File: config.mk
export PLATFORM = sky130hd
export DESIGN_NAME = timer_ctrl
export DESIGN_NICKNAME = d
export VERILOG_FILES = /design/src/rtl/timer_ctrl.sv
export SDC_FILE = /design/constraint.sdc
export NUM_CORES = 1
export LEC_CHECK = 0
export CAP_MARGIN = 40
export CORE_MARGIN = 2
export CORE_UTILIZATION = 40
export CTS_CLUSTER_DIAMETER = 40
export DETAILED_ROUTE_END_ITERATION = 16
export GPL_TIMING_DRIVEN = 1
export PLACE_DENSITY_LB_ADDON = 0.25
export SETUP_SLACK_MARGIN = 0.2
export SLEW_MARGIN = 25
export SYNTH_ARGS = -nofsm -noshare
export SYNTH_HDL_FRONTEND = slang
export SYNTH_SLANG_ARGS = --single-unit
File: constraint.sdc
create_clock -name clk -period 3.3 [get_ports clk]
set_clock_uncertainty 0.2 [all_clocks]
set_input_delay 0.33 -clock clk [delete_from_list [all_inputs] [get_ports clk]]
set_output_delay 0.33 -clock clk [all_outputs]
set_load 0.02 [all_outputs]
File: src/rtl/timer_ctrl.sv
// ============================================================================
// timer_ctrl
// ----------------------------------------------------------------------------
// Programmable interval timer controller. A free-running modulo-PRE_M
// prescaler produces ticks while the timer runs. A period counter counts
// those ticks up to the latched period. An IDLE/RUN/PAUSE state machine
// sequences both counters and supports one-shot and periodic operation.
//
// Parameters:
//   PRE_M  clock cycles per tick (>= 1)
//   CW     width of the period input and of the tick counter
//
// Ports:
//   clk     system clock, rising edge
//   rst_n   asynchronous active-low reset
//   start   start from IDLE, or resume from PAUSE
//   stop    abort and return to IDLE (highest priority)
//   pause   freeze while in RUN (lowest priority)
//   mode    0 = one-shot, 1 = periodic; latched when a start is accepted
//   period  ticks per interval; latched when a start is accepted
//   busy    timer is not idle
//   paused  timer is frozen
//   tick    prescaler carry; high only in RUN
//   cnt     current tick count within the interval
//   done    one-cycle pulse after an interval completes
//   err     one-cycle pulse after a start with period == 0
// ============================================================================
module timer_ctrl #(
    parameter int PRE_M = 100,
    parameter int CW    = 16
) (
    input  logic          clk,
    input  logic          rst_n,
    input  logic          start,
    input  logic          stop,
    input  logic          pause,
    input  logic          mode,
    input  logic [CW-1:0] period,
    output logic          busy,
    output logic          paused,
    output logic          tick,
    output logic [CW-1:0] cnt,
    output logic          done,
    output logic          err
);

    // A modulus of 1 still needs a 1-bit register. That bit simply stays at 0.
    localparam int            PW       = (PRE_M > 1) ? $clog2(PRE_M) : 1;
    localparam logic [PW-1:0] PRE_LAST = PW'(PRE_M - 1);

    typedef enum logic [1:0] {
        IDLE,
        RUN,
        PAUSE
    } state_t;

    state_t        state_q, state_d;
    logic [PW-1:0] pre_q, pre_d;
    logic [CW-1:0] cnt_q, cnt_d;
    logic [CW-1:0] per_q, per_d;
    logic          mode_q, mode_d;
    logic          done_q, done_d;
    logic          err_q, err_d;
    logic [CW-1:0] last_cnt;
    logic          wrap;

    // per_q is never 0 while running, so the subtraction cannot underflow
    // in any state where it is used.
    assign last_cnt = per_q - CW'(1);
    assign tick     = (state_q == RUN) && (pre_q == PRE_LAST);
    assign wrap     = tick && (cnt_q == last_cnt);

    // Next-state and datapath logic. Requests are prioritised stop > start > pause.
    // The cycle in which pause is taken is still a RUN cycle, so the prescaler
    // and any coincident tick are processed before the freeze.
    always_comb begin
        state_d = state_q;
        pre_d   = pre_q;
        cnt_d   = cnt_q;
        per_d   = per_q;
        mode_d  = mode_q;
        done_d  = 1'b0;
        err_d   = 1'b0;
        case (state_q)
            IDLE: begin
                if (!stop && start) begin
                    if (period == '0) begin
                        err_d = 1'b1;
                    end else begin
                        per_d   = period;
                        mode_d  = mode;
                        pre_d   = '0;
                        cnt_d   = '0;
                        state_d = RUN;
                    end
                end
            end
            RUN: begin
                if (stop) begin
                    state_d = IDLE;
                    pre_d   = '0;
                    cnt_d   = '0;
                end else begin
                    pre_d = (pre_q == PRE_LAST) ? '0 : pre_q + PW'(1);
                    if (wrap) begin
                        cnt_d  = '0;
                        done_d = 1'b1;
                    end else if (tick) begin
                        cnt_d = cnt_q + CW'(1);
                    end
                    // A completed one-shot interval takes precedence over pause.
                    if (wrap && !mode_q) begin
                        state_d = IDLE;
                    end else if (pause && !start) begin
                        state_d = PAUSE;
                    end
                end
            end
            PAUSE: begin
                if (stop) begin
                    state_d = IDLE;
                    pre_d   = '0;
                    cnt_d   = '0;
                end else if (start) begin
                    state_d = RUN;
                end
            end
            default: begin
                state_d = IDLE;
                pre_d   = '0;
                cnt_d   = '0;
            end
        endcase
    end

    // State and datapath registers.
    always_ff @(posedge clk or negedge rst_n) begin
        if (!rst_n) begin
            state_q <= IDLE;
            pre_q   <= '0;
            cnt_q   <= '0;
            per_q   <= '0;
            mode_q  <= 1'b0;
            done_q  <= 1'b0;
            err_q   <= 1'b0;
        end else begin
            state_q <= state_d;
            pre_q   <= pre_d;
            cnt_q   <= cnt_d;
            per_q   <= per_d;
            mode_q  <= mode_d;
            done_q  <= done_d;
            err_q   <= err_d;
        end
    end

    assign busy   = (state_q != IDLE);
    assign paused = (state_q == PAUSE);
    assign cnt    = cnt_q;
    assign done   = done_q;
    assign err    = err_q;

endmodule

== After elaboration in Yosys (flattened, before gate mapping) ==
Index checks and enable logic that the tools add are counted.

* Register bits: 44
* Latch bits: 0
* RAM bits: 0
* Bits in read-only memories: 0
* Bits of input ports: 22
* Output and inout bits: 21
* Logic and storage cells: 63
* Memories kept: 0

* Add/sub/neg operators: 3
* Multiply operators: 0
* Divide/modulo/power cells: 0
* $lt $le $gt $ge: 0
* Equality and inequality tests: 10
* Shifts and indexed selects: 0
* Muxes and demuxes: 27
* Bitwise operators: 1
* Reductions and logical operators: 15

{| class="wikitable"
|+ Operator list
! kind !! number
|-
| two-way mux 16 bit || 6
|-
| case mux 16 bit (3 select lines) || 1
|-
| two-way mux 7 bit || 5
|-
| case mux 7 bit (3 select lines) || 1
|-
| adder 16 x 1 -> 16 bit, second input constant || 1
|-
| == test 16 bit || 1
|-
| logical NOT 16 bit || 1
|-
| subtractor 16 x 1 -> 16 bit, second input constant || 1
|-
| two-way mux 2 bit || 7
|-
| AND reduction 4 bit || 2
|-
| adder 7 x 1 -> 7 bit, second input constant || 1
|-
| == test 7 bit, second input constant || 1
|-
| two-way mux 1 bit || 6
|-
| != test 2 bit, second input constant || 3
|-
| case mux 2 bit (3 select lines) || 1
|-
| AND reduction 3 bit || 2
|-
| logical AND 1 bit || 5
|-
| != test 4 x 2 -> 1 bit, second input constant || 1
|-
| != test 4 bit, second input constant || 1
|-
| logical NOT 1 bit || 3
|-
| != test 3 bit, second input constant || 1
|-
| == test 2 x 1 -> 1 bit, second input constant || 1
|-
| == test 2 bit, second input constant || 1
|-
| logical NOT 2 bit || 1
|-
| 2 further kinds || 2
|}

== Logic depth before layout (Yosys ltp) ==
* Depth in word-level cells: 7
* Gate-level depth with buffers: 12
* Mapped depth without buffers: 10

== Worst setup path before layout ==
Ideal clock, no wire load.

* Path kind: flip-flop to flip-flop
* From: reg per_q[0]
* To: reg cnt_q[9] (netlist: cnt[9])
* Setup time: 130 ps
* Data arrival time: 2653 ps
* Data required time: 2970 ps
* Slack: 317 ps
* Stages on the path, launching flop included: 13
* Buffers on the path: 2
* Clock period less this slack: 2983 ps
* Path through: dfrtp_1 inv_1 ha_1 clkbuf_2 or3b_2 or4_1 o31ai_1 a211oi_1 nor4_2 a31oi_2 buf_6 a21oi_2 o22ai_1

* Cells in the longest elaborated chain, start to end: 6
* Elaborated cells between the ends (all ways): 8
* Classes of those cells: add/sub: 1; eq/ne: 2; mux: 3; reduce/logical: 2

{| class="wikitable"
|+ RTL lines
! what !! RTL line !! source
|-
| start, declared || 60 || <nowiki>logic [CW-1:0] per_q, per_d;</nowiki>
|-
| start signal, assigned || 150 || <nowiki>per_q <= per_d;</nowiki>
|-
| subtractor 16 x 1 -> 16 bit * || 69 || <nowiki>assign last_cnt = per_q - CW'(1);</nowiki>
|-
| == test 16 bit * || 71 || <nowiki>assign wrap = tick && (cnt_q == last_cnt);</nowiki>
|-
| logical AND 1 bit * || 71 ||
|-
| two-way mux 16 bit || 105 || <nowiki>if (wrap) begin</nowiki>
|-
| two-way mux 16 bit || 99 || <nowiki>if (stop) begin</nowiki>
|-
| case mux 16 bit (3 select lines) || 84 || <nowiki>case (state_q)</nowiki>
|-
| end signal, assigned || 149 || <nowiki>cnt_q <= cnt_d;</nowiki>
|-
| end, declared || 59 || <nowiki>logic [CW-1:0] cnt_q, cnt_d;</nowiki>
|}

Every way passes the cells marked *; elsewhere a longest branch is shown, timed or not.
A chain may end at the register's enable or synchronous reset.

== Final worst setup path ==
* From: reg per_q[0]
* To: reg cnt_q[15] (netlist: cnt[15])

Same word-level chain as after synthesis.

==> results.txt <==
Status: finished clean
Initial antenna violation count: 0
Final core utilization: 51.2%
Post-synthesis net count: 322
Flops & latches, synth: 44
Syn avg cell area: 9.15 µm²
EDFF count, synth: 0
Initial DRC count: 106
Drc violations: 0
Hpwl dp: 5010 µm
Max-slew violation count: 0
Antenna-violating nets left: 0
CTS Sinks: 44
CP Data Arrival Time: 2.95 ns
Crit path launch type: register
RSZ-0062 raised after global routing: true
Hold crit path type: register to register
Placed Area: 3250 µm²
Full die area: 7470 µm²
H-tree depth: 2
Hold WS: 0.314 ns
Cts bufs inserted: 5
Net count, final: 373
Final Critical Period: 2.97 ns
Post-route cell area: 3420 µm²
Die width: 86.4 µm
Core area: 6680 µm²
Via-per-instance ratio: 5.56
CP Data Required Time: 3.27 ns
Area Growth Syn to Fin: 25.9%
Largest net degree at the start of global routing: 28
Initial core utilization: 40.7%
Share of layout cells above drive strength 1: 15.8%
Site row count: 30
MaxCap Viol Count: 0
Critical path class: register to register
Clock Root Buffer: clkbuf_8
Worst Tran Pin Value: 0.690 ns
Vias: 2384
Number of global-route vias before repair: 2273
Yosys warning count: 0
Port bufs: 42
Tcrit/Tclk final: 90.1%
Synth async-reset ratio: 100%
GP Congestion: 0.807
Pre-Repair DR Iteration Count: 4
Synth cell types: 53
CP endpoint kind: register
I/O pins: 43
Global Route Usage Sum: 18.6%
N_diodes: 0
First-pass GRT wire length: 11100 µm
Hold Vio Cnt, Final: 0
Top cells by area, synth: dfrtp_1, mux2_2, xnor2_1
Max_slew headroom: 54.0%
Power Density: 411 nW/µm²
Yosys top cell by area: dfrtp_1
Prevailing post-synth register cell: dfrtp_1
Clk_lat worst skew: 0.30 ns
Peak supply drop: 0.280 mV
Die Height: 86.4 µm
Setup crit start: per_q[0]$_DFFE_PN0P_
DRT Wirelength: 6710 µm
CTS tree: built
Setup TNS: 0 ns
Post-synthesis sequential area ratio: 40.5%
Drt wl/cell: 15.6 µm
Overflow left after global routing: 0
Syn Inst Count: 297
Synthesized area: 2720 µm²
R2r startpoint: per_q[0]$_DFFE_PN0P_
Crit path max fanout: 6
Fmax: 336 MHz
Clock Tree Buf Depth: 2
Static Leakage: 1.33 nW
Hold_sp: pre_q[0]$_DFFE_PN0P_
Area fraction of the dominant cell type after synthesis: 40.5%
Final setup violation count: 0
Worst-path clk slew: 0.08 ns
-- worst paths after layout --
check	endpoint	slack (ns)	depth (start not counted)
max in group asynchronous	per_q[0]$_DFFE_PN0P_	1.94	3
min in group asynchronous	pre_q[4]$_DFFE_PN0P_	0.41	2
worst max register to register	cnt[15]$_DFFE_PN0P_	0.33	11
worst min-delay path	pre_q[0]$_DFFE_PN0P_	0.31	1
worst max-delay path	cnt[15]$_DFFE_PN0P_	0.33	11
worst min register to register	pre_q[0]$_DFFE_PN0P_	0.31	1
-- cell usage after synthesis (6+ instances only) --
cell type and count:
dfrtp_1 44, nand2_1 29, nor2_1 28, mux2_2 17, nand3_1 17, xnor2_1 14
xor2_1 13, inv_1 10, nand4_1 10, nor3_1 10, o21ai_0 9, nor4_1 8
a21oi_1 6, clkbuf_1 6, o211ai_1 6
-- registers in the layout (all words and copies together) (netlist names) --
name     flops
cnt         16
done         1
err          1
mode_q       1
per_q       16
pre_q        7
state_q      2
-- cell type report --
class | count | area, µm²
inverters | 10 | 37.5
fillers | 619 | 3260
repair buffers | 56 | 547
clock buffers | 8 | 90.1
multi-input cells | 231 | 1540
well taps | 80 | 100
flip-flops and latches | 44 | 1100
-- worst max-delay path: stages, from the launching register on --
cell and delay [ns]:
dfrtp_2 0.43, inv_1 0.06, ha_1 0.16, or3b_4 0.41, or4_1 0.51, o31ai_1 0.08, a211oi_1 0.11, nor4_2 0.32
a31oi_2 0.17, buf_4 0.20, a21oi_1 0.12, o22ai_1 0.09
-- where the power goes --
part | leakage, nW | total, W | switching, W | internal (W)
sequential | 0.572 | 0.000682 | 0.0000885 | 0.000593
clock | 0.0455 | 0.000351 | 0.000180 | 0.000171
combinational | 0.716 | 0.000372 | 0.000182 | 0.000190
-- kinds of logic (layout without fill, tap and decap cells) --
family | after synthesis | count (layout) | share of synthesized area, %
simple gates | 135 | 135 | 25.7
compound gates | 47 | 47 | 12.2
flops | 44 | 44 | 40.5
xor+xnor | 27 | 27 | 8.71
buf+inv | 22 | 74 | 3.64
mux | 19 | 19 | 7.78
fa+ha+maj | 3 | 3 | 1.38
-- layer usage --
metal	share of wire (%)	track usage, %	vias up	wire [µm]
met1	48	26.5	1154	3190
met2	48	29.8	53	3210
met3	3.9	3.24	7	261
met4	0.79	3.84	0	53
li1	-	-	1170	-
met5	0	0	-	0
-- through the flow --
| step | setup slack, ns | std cells | power [W] |
|---|---|---|---|
| 4_1_cts | 0.234 | 424 | 0.00139 |
| 3_3_place_gp | 0.325 | 414 | 0.00102 |
| 5_1_grt | 0.177 | 429 | 0.00149 |
| 6_report | 0.326 | 429 | 0.00141 |
| 2_1_floorplan | 0.317 | 297 | 0.000909 |
| 3_5_place_dp | 0.246 | 415 | 0.00103 |
-- repair_timing --
item,in CTS,in global routing
setup buffers,0,5
endpoints found under the hold margin,26,0
endpoints found under the setup margin,0,17
hold buffers,1,0
resized for setup,0,8
-- layout by cell type (no fill, tap or decap), types with 2 or more instances in the layout --
cell type	instances
nand4_1	10
dfrtp_1	42
or4_1	4
clkbuf_8	6
a21oi_2	4
dfrtp_2	2
nor4_2	2
nor2_1	28
o21ai_0	9
xor2_1	13
nor2b_1	2
xnor2_1	14
nor3_1	9
nand2_1	29
o211ai_1	6
nor4_1	7
and3_1	5
or2_2	2
o22ai_1	5
a211oi_1	2
and2_1	2
nand3b_1	4
clkbuf_1	2
ha_1	3
nand3_1	17
nand2b_1	4
inv_1	10
or3_1	2
mux2_2	17
o31ai_1	2
clkdlybuf4s50_1	41
mux2i_1	2
a21oi_1	6
buf_4	11
No activity file was read; power rests on OpenSTA's default activity.
